===== config.mk =====
export PLATFORM = sky130hd
export DESIGN_NAME = digit_scan_ctrl
export DESIGN_NICKNAME = d
export VERILOG_FILES = /design/src/rtl/digit_scan_ctrl_pkg.sv /design/src/rtl/digit_scan_ctrl_tick_gen.sv /design/src/rtl/digit_scan_ctrl.sv
export SDC_FILE = /design/constraint.sdc
export NUM_CORES = 1
export LEC_CHECK = 0
export CORE_MARGIN = 4
export CORE_UTILIZATION = 30
export CTS_CLUSTER_DIAMETER = 150
export CTS_CLUSTER_SIZE = 12
export DETAILED_ROUTE_END_ITERATION = 8
export HOLD_SLACK_MARGIN = 0.06
export PLACE_DENSITY = 0.52
export REMOVE_ABC_BUFFERS = 1
export SLEW_MARGIN = 40
export SYNTH_ARGS = -nofsm -noshare
export SYNTH_HDL_FRONTEND = slang
export SYNTH_HIERARCHICAL = 1
export SYNTH_SLANG_ARGS = --single-unit
export TNS_END_PERCENT = 50

===== constraint.sdc =====
create_clock -name clk -period 5.9 [get_ports clk]
set_input_delay 1.77 -clock clk [delete_from_list [all_inputs] [get_ports clk]]
set_output_delay 1.77 -clock clk [all_outputs]
set_load 0.03 [all_outputs]

===== src/rtl/digit_scan_ctrl_pkg.sv =====
// digit_scan_ctrl_pkg: shared FSM state encodings and the 100 MHz default slot length
package digit_scan_ctrl_pkg;
  typedef enum logic [1:0] {ST_IDLE, ST_BLANK, ST_SHOW} state_t;
  localparam int DEF_DIV = 100000;
endpackage


===== src/rtl/digit_scan_ctrl_tick_gen.sv =====
// scan_tick_gen: slot prescaler counting 0..DIV-1, tick on the wrap cycle
module scan_tick_gen
  import digit_scan_ctrl_pkg::*;
#(
  parameter int DIV = DEF_DIV
) (
  input  logic                    clk,
  input  logic                    rst,
  input  logic                    en,
  output logic                    tick,
  output logic [$clog2(DIV)-1:0] cnt
);
  localparam int CNT_W = $clog2(DIV);
  logic [CNT_W-1:0] r_cnt;
  assign tick = en && r_cnt == CNT_W'(DIV - 1);
  assign cnt  = r_cnt;
  always_ff @(posedge clk)
    if (!rst || !en) r_cnt <= '0;
    else r_cnt <= tick ? '0 : r_cnt + 1'b1;
endmodule


===== src/rtl/digit_scan_ctrl.sv =====
// digit_scan_ctrl: multiplexed display digit scanner; define SCAN_BLANK_EN for a blank gap at each slot start
module digit_scan_ctrl
  import digit_scan_ctrl_pkg::*;
#(
  parameter int DIGITS = 4,
  parameter int DIV    = DEF_DIV,
  parameter int BLANK  = 1000,
  localparam int IDX_W = DIGITS > 2 ? $clog2(DIGITS) : 1
) (
  input  logic              clk,
  input  logic              rst,
  input  logic              en,
  output logic [IDX_W-1:0]  dig_idx,
  output logic [DIGITS-1:0] dig_sel_n,
  output logic              blank,
  output logic              frame_start
);
  localparam int CNT_W = $clog2(DIV);
  localparam state_t GAP =
`ifdef SCAN_BLANK_EN
    ST_BLANK;
`else
    ST_SHOW;
`endif
  if (DIGITS < 2 || DIGITS > 8 || DIV < 4 || BLANK < 1 || BLANK > DIV - 2) begin : g_bad_cfg
    $fatal(1, "digit_scan_ctrl: illegal DIGITS/DIV/BLANK combination");
  end
  state_t            r_state, w_state_nxt;
  logic [IDX_W-1:0]  r_idx, w_idx_nxt;
  logic [DIGITS-1:0] r_sel_n, w_sel_n_nxt;
  logic              r_blank, w_blank_nxt, r_frame, w_frame_nxt, w_tick, w_run;
  logic [CNT_W-1:0]  w_cnt;
  assign w_run = en && r_state != ST_IDLE;
  scan_tick_gen #(.DIV(DIV)) u_tick (
    .clk (clk),
    .rst (rst),
    .en  (w_run),
    .tick(w_tick),
    .cnt (w_cnt)
  );
  always_ff @(posedge clk)
    if (!rst) begin
      r_state <= ST_IDLE;
      r_idx   <= '0;
      r_sel_n <= '1;
      r_blank <= 1'b1;
      r_frame <= 1'b0;
    end else begin
      r_state <= w_state_nxt;
      r_idx   <= w_idx_nxt;
      r_sel_n <= w_sel_n_nxt;
      r_blank <= w_blank_nxt;
      r_frame <= w_frame_nxt;
    end
  // w_tick already carries en, so a tick on the cycle en falls is dropped
  always_comb begin
    w_idx_nxt   = w_tick ? (r_idx == IDX_W'(DIGITS - 1) ? '0 : r_idx + 1'b1) : r_idx;
    w_state_nxt = ST_IDLE;
    if (en)
      case (r_state)
        ST_IDLE:  w_state_nxt = GAP;
        ST_BLANK: w_state_nxt = w_cnt == CNT_W'(BLANK - 1) ? ST_SHOW : ST_BLANK;
        ST_SHOW:  w_state_nxt = w_tick ? GAP : ST_SHOW;
        default:  w_state_nxt = ST_IDLE;
      endcase
  end
  // outputs are decoded from the next state so they change on the same edge as it
  always_comb begin
    w_sel_n_nxt = w_state_nxt == ST_SHOW ? ~(DIGITS'(1) << w_idx_nxt) : '1;
    w_blank_nxt = w_state_nxt != ST_SHOW;
    w_frame_nxt = w_tick && r_idx == IDX_W'(DIGITS - 1);
  end
  assign dig_idx     = r_idx;
  assign dig_sel_n   = r_sel_n;
  assign blank       = r_blank;
  assign frame_start = r_frame;
endmodule


==> run summary <==
status = finished clean
largest net degree at the start of global routing = 18
first-pass GRT wire length = 4040 um
most frequent cell after synthesis = dfxtp_1
final clock skew = 0.00368 ns
worst-skew pair later-pin latency = 0.27 ns
Worst Tran Pin Value = 0.737 ns
crit path kind = primary input to register
# nets final = 145
total CTS buffers = 3
#FFs+latches synth = 27
final worst path period share = 59.7%
area delta synth->final = 15.6%
total track usage = 9.86%
final worst slack = 2.38 ns
met1 Track Usage GR = 11.9%
Power Total = 294 uW
Synth Cell Area = 1220 sq um
drc violations = 0
Syn Area/Cell = 9.59 sq um
vias post-DR = 917
io pins = 11
fillers = 405
Max Freq = 0.284 GHz
grt ovf = 0
met3 Use GR = 2.95%
hold_buf cts = 0
Synth area leaders = dfxtp_1 44%, nor2_1 5.9%, xnor2_1 5.0%
Peak VDD IR = 0.0743 mV
Hold Path Sink = u_tick/cnt[16]
Starting Density = 32.0%
Period minus WS final = 3.52 ns
antenna violations before repair = 0
die span in y = 71.7 um
die width = 71.7 um
Yosys top cell area share = 44.4%
CTS max path bufs = 2
Post-synth EDFFs = 0
CTS clk-pin slew, worst paths = 0.09 ns
global routing's busiest layer = met2
GPL Wtd Cong = 0.687
Required @ worst endpoint = 6.07 ns
fin. max-slew vios = 0
Pwr Density = 209 nW/um^2
core area = 3800 sq um
Multi-input gate area = 649 sq um
vias per cell = 4.90
met2 Resource Use GR = 16.3%
Critical R2R Launch = u_tick/cnt[0]
sequential-to-total area share from yosys stat = 44.4%
final wirelength = 2220 um
min-delay src = u_tick/cnt[16]
Post-CTS Setup Bufs = 0
Slew headroom = 50.7%
max-cap violations = 0
Worst R2R Path Depth = 6
post-route setup TNS = 0 ns
Async S/R FF share, synth = 0%
Lkg Pwr = 0.000419 uW
CP endpoint kind = register
dpl ws = 2.08 ns
RSZ-0062 raised after global routing = no
vias in the first global route = 936
CP Max Fanout = 4
1st-iter DRT viols = 46
Ys Warns = 6
Hold Vio Cnt, Final = 0
root buffer selected by CTS = clkbuf_8
Synth Instances = 127
top post-synthesis cells by count = 27 x dfxtp_1, 19 x nor2_1, 11 x nand3_1
layout cells sized above 1 = 10.8%
hold path depth = 2
row count = 22
Post-DRT Antenna Nets = 0
ys flop type = dfxtp_1
area leader, netlist = dfxtp_1
average wire per standard cell = 11.9 um
First-pass DRT Iterations = 4
n_diodes = 0
Clock Sinks = 27
CTS tree = done
Cell variety after synth = 39
RR Endpoint = dig_idx[1]
full die area = 5140 sq um
hpwl dp = 1710 um
FF-to-FF setup slack = 3.68 ns
CTS H-tree depth = 1
Hold Path Class = register to register
Setup violations, final = 0
Reg area = 541 sq um
crit start category = primary input
Resized cells post-CTS = 0
Crit path arrival time = 3.70 ns
port bufs = 10
[kinds of logic after synthesis]
group	after synthesis	share of synthesized area (%)
simple gates	67	31.7
flops	27	44.4
xor+xnor	12	8.63
compound gates	11	8.43
buf+inv	5	2.26
mux	3	2.57
fa+ha+maj	2	2.06
[metrics by stage]
stage	instances	util, %	hold slack (ns)	instance area (sq um)
2_1_floorplan	125	-	0.446	1200
3_3_place_gp	183	35.8	0.475	1360
3_5_place_dp	183	35.8	0.482	1360
4_1_cts	187	37.1	0.502	1410
5_1_grt	187	37.1	0.521	1410
6_report	187	37.1	0.497	1410
[power by group]
part	internal [uW]	switching, uW	total, uW
Clock	47.2	53.6	101
Sequential	183	0.847	184
Combinational	4.14	5.23	9.37
[sequential cells by signal, summed over array words and instances, names as in the netlist]
register,count
dig_idx,2
blank,1
r_state,2
frame_start,1
u_tick/cnt,17
dig_sel_n,4
[metal layers]
layer / wire length, um / share of wire (%) / vias to the layer above
li1: - / - / 479
met1: 1040 / 47 / 421
met2: 1030 / 47 / 13
met3: 116 / 5.2 / 4
met4: 28 / 1.3 / 0
met5: 0 / 0 / -
[area by class of cell]
cell class | count | area share (%)
inverter | 3 | 0.800
multi-input combinational | 95 | 46.1
sequential | 27 | 38.4
clock inverter | 1 | 0.356
clock buffer | 3 | 2.93
tap | 48 | 4.27
timing repair buffer | 10 | 7.11
[critical path: stages]
cell and delay (ns):
clkdlybuf4s50_1 0.49, o21a_1 0.20, nand3b_1 0.15, nor3_1 0.51
mux2_2 0.42, and2_1 0.15
[cell usage in the layout (no fill, tap or decap), drive strengths merged, types with 2 or more instances in the layout]
| cell type | Yosys | routed |
|---|---|---|
| a21oi | 3 | 3 |
| and3 | 2 | 2 |
| and4 | 2 | 2 |
| clkbuf | 1 | 3 |
| clkdlybuf4s50 | 0 | 10 |
| dfxtp | 27 | 27 |
| ha | 2 | 2 |
| inv | 3 | 3 |
| mux2i | 2 | 2 |
| nand2 | 7 | 7 |
| nand3 | 12 | 12 |
| nand4 | 5 | 5 |
| nor2 | 19 | 19 |
| nor3 | 4 | 4 |
| nor4 | 2 | 2 |
| nor4b | 4 | 4 |
| o21ai | 2 | 2 |
| o31ai | 3 | 3 |
| or2 | 2 | 2 |
| or3 | 3 | 3 |
| xnor2 | 7 | 7 |
| xor2 | 5 | 5 |
[how the worst max path moves through the flow]
| stage | start | slack [ns] | endpoint | depth (start not counted) |
|---|---|---|---|---|
| after floorplan | en | 2.74 | dig_idx[1] | 5 |
| after global placement | en | 2.18 | dig_idx[1] | 6 |
| after detailed placement | en | 2.08 | dig_idx[1] | 6 |
| after CTS | en | 2.37 | dig_sel_n[3] | 7 |
| after global routing | en | 2.26 | dig_sel_n[1] | 7 |
| final | en | 2.38 | dig_idx[1] | 6 |
No activity file was read; power rests on OpenSTA's default activity.
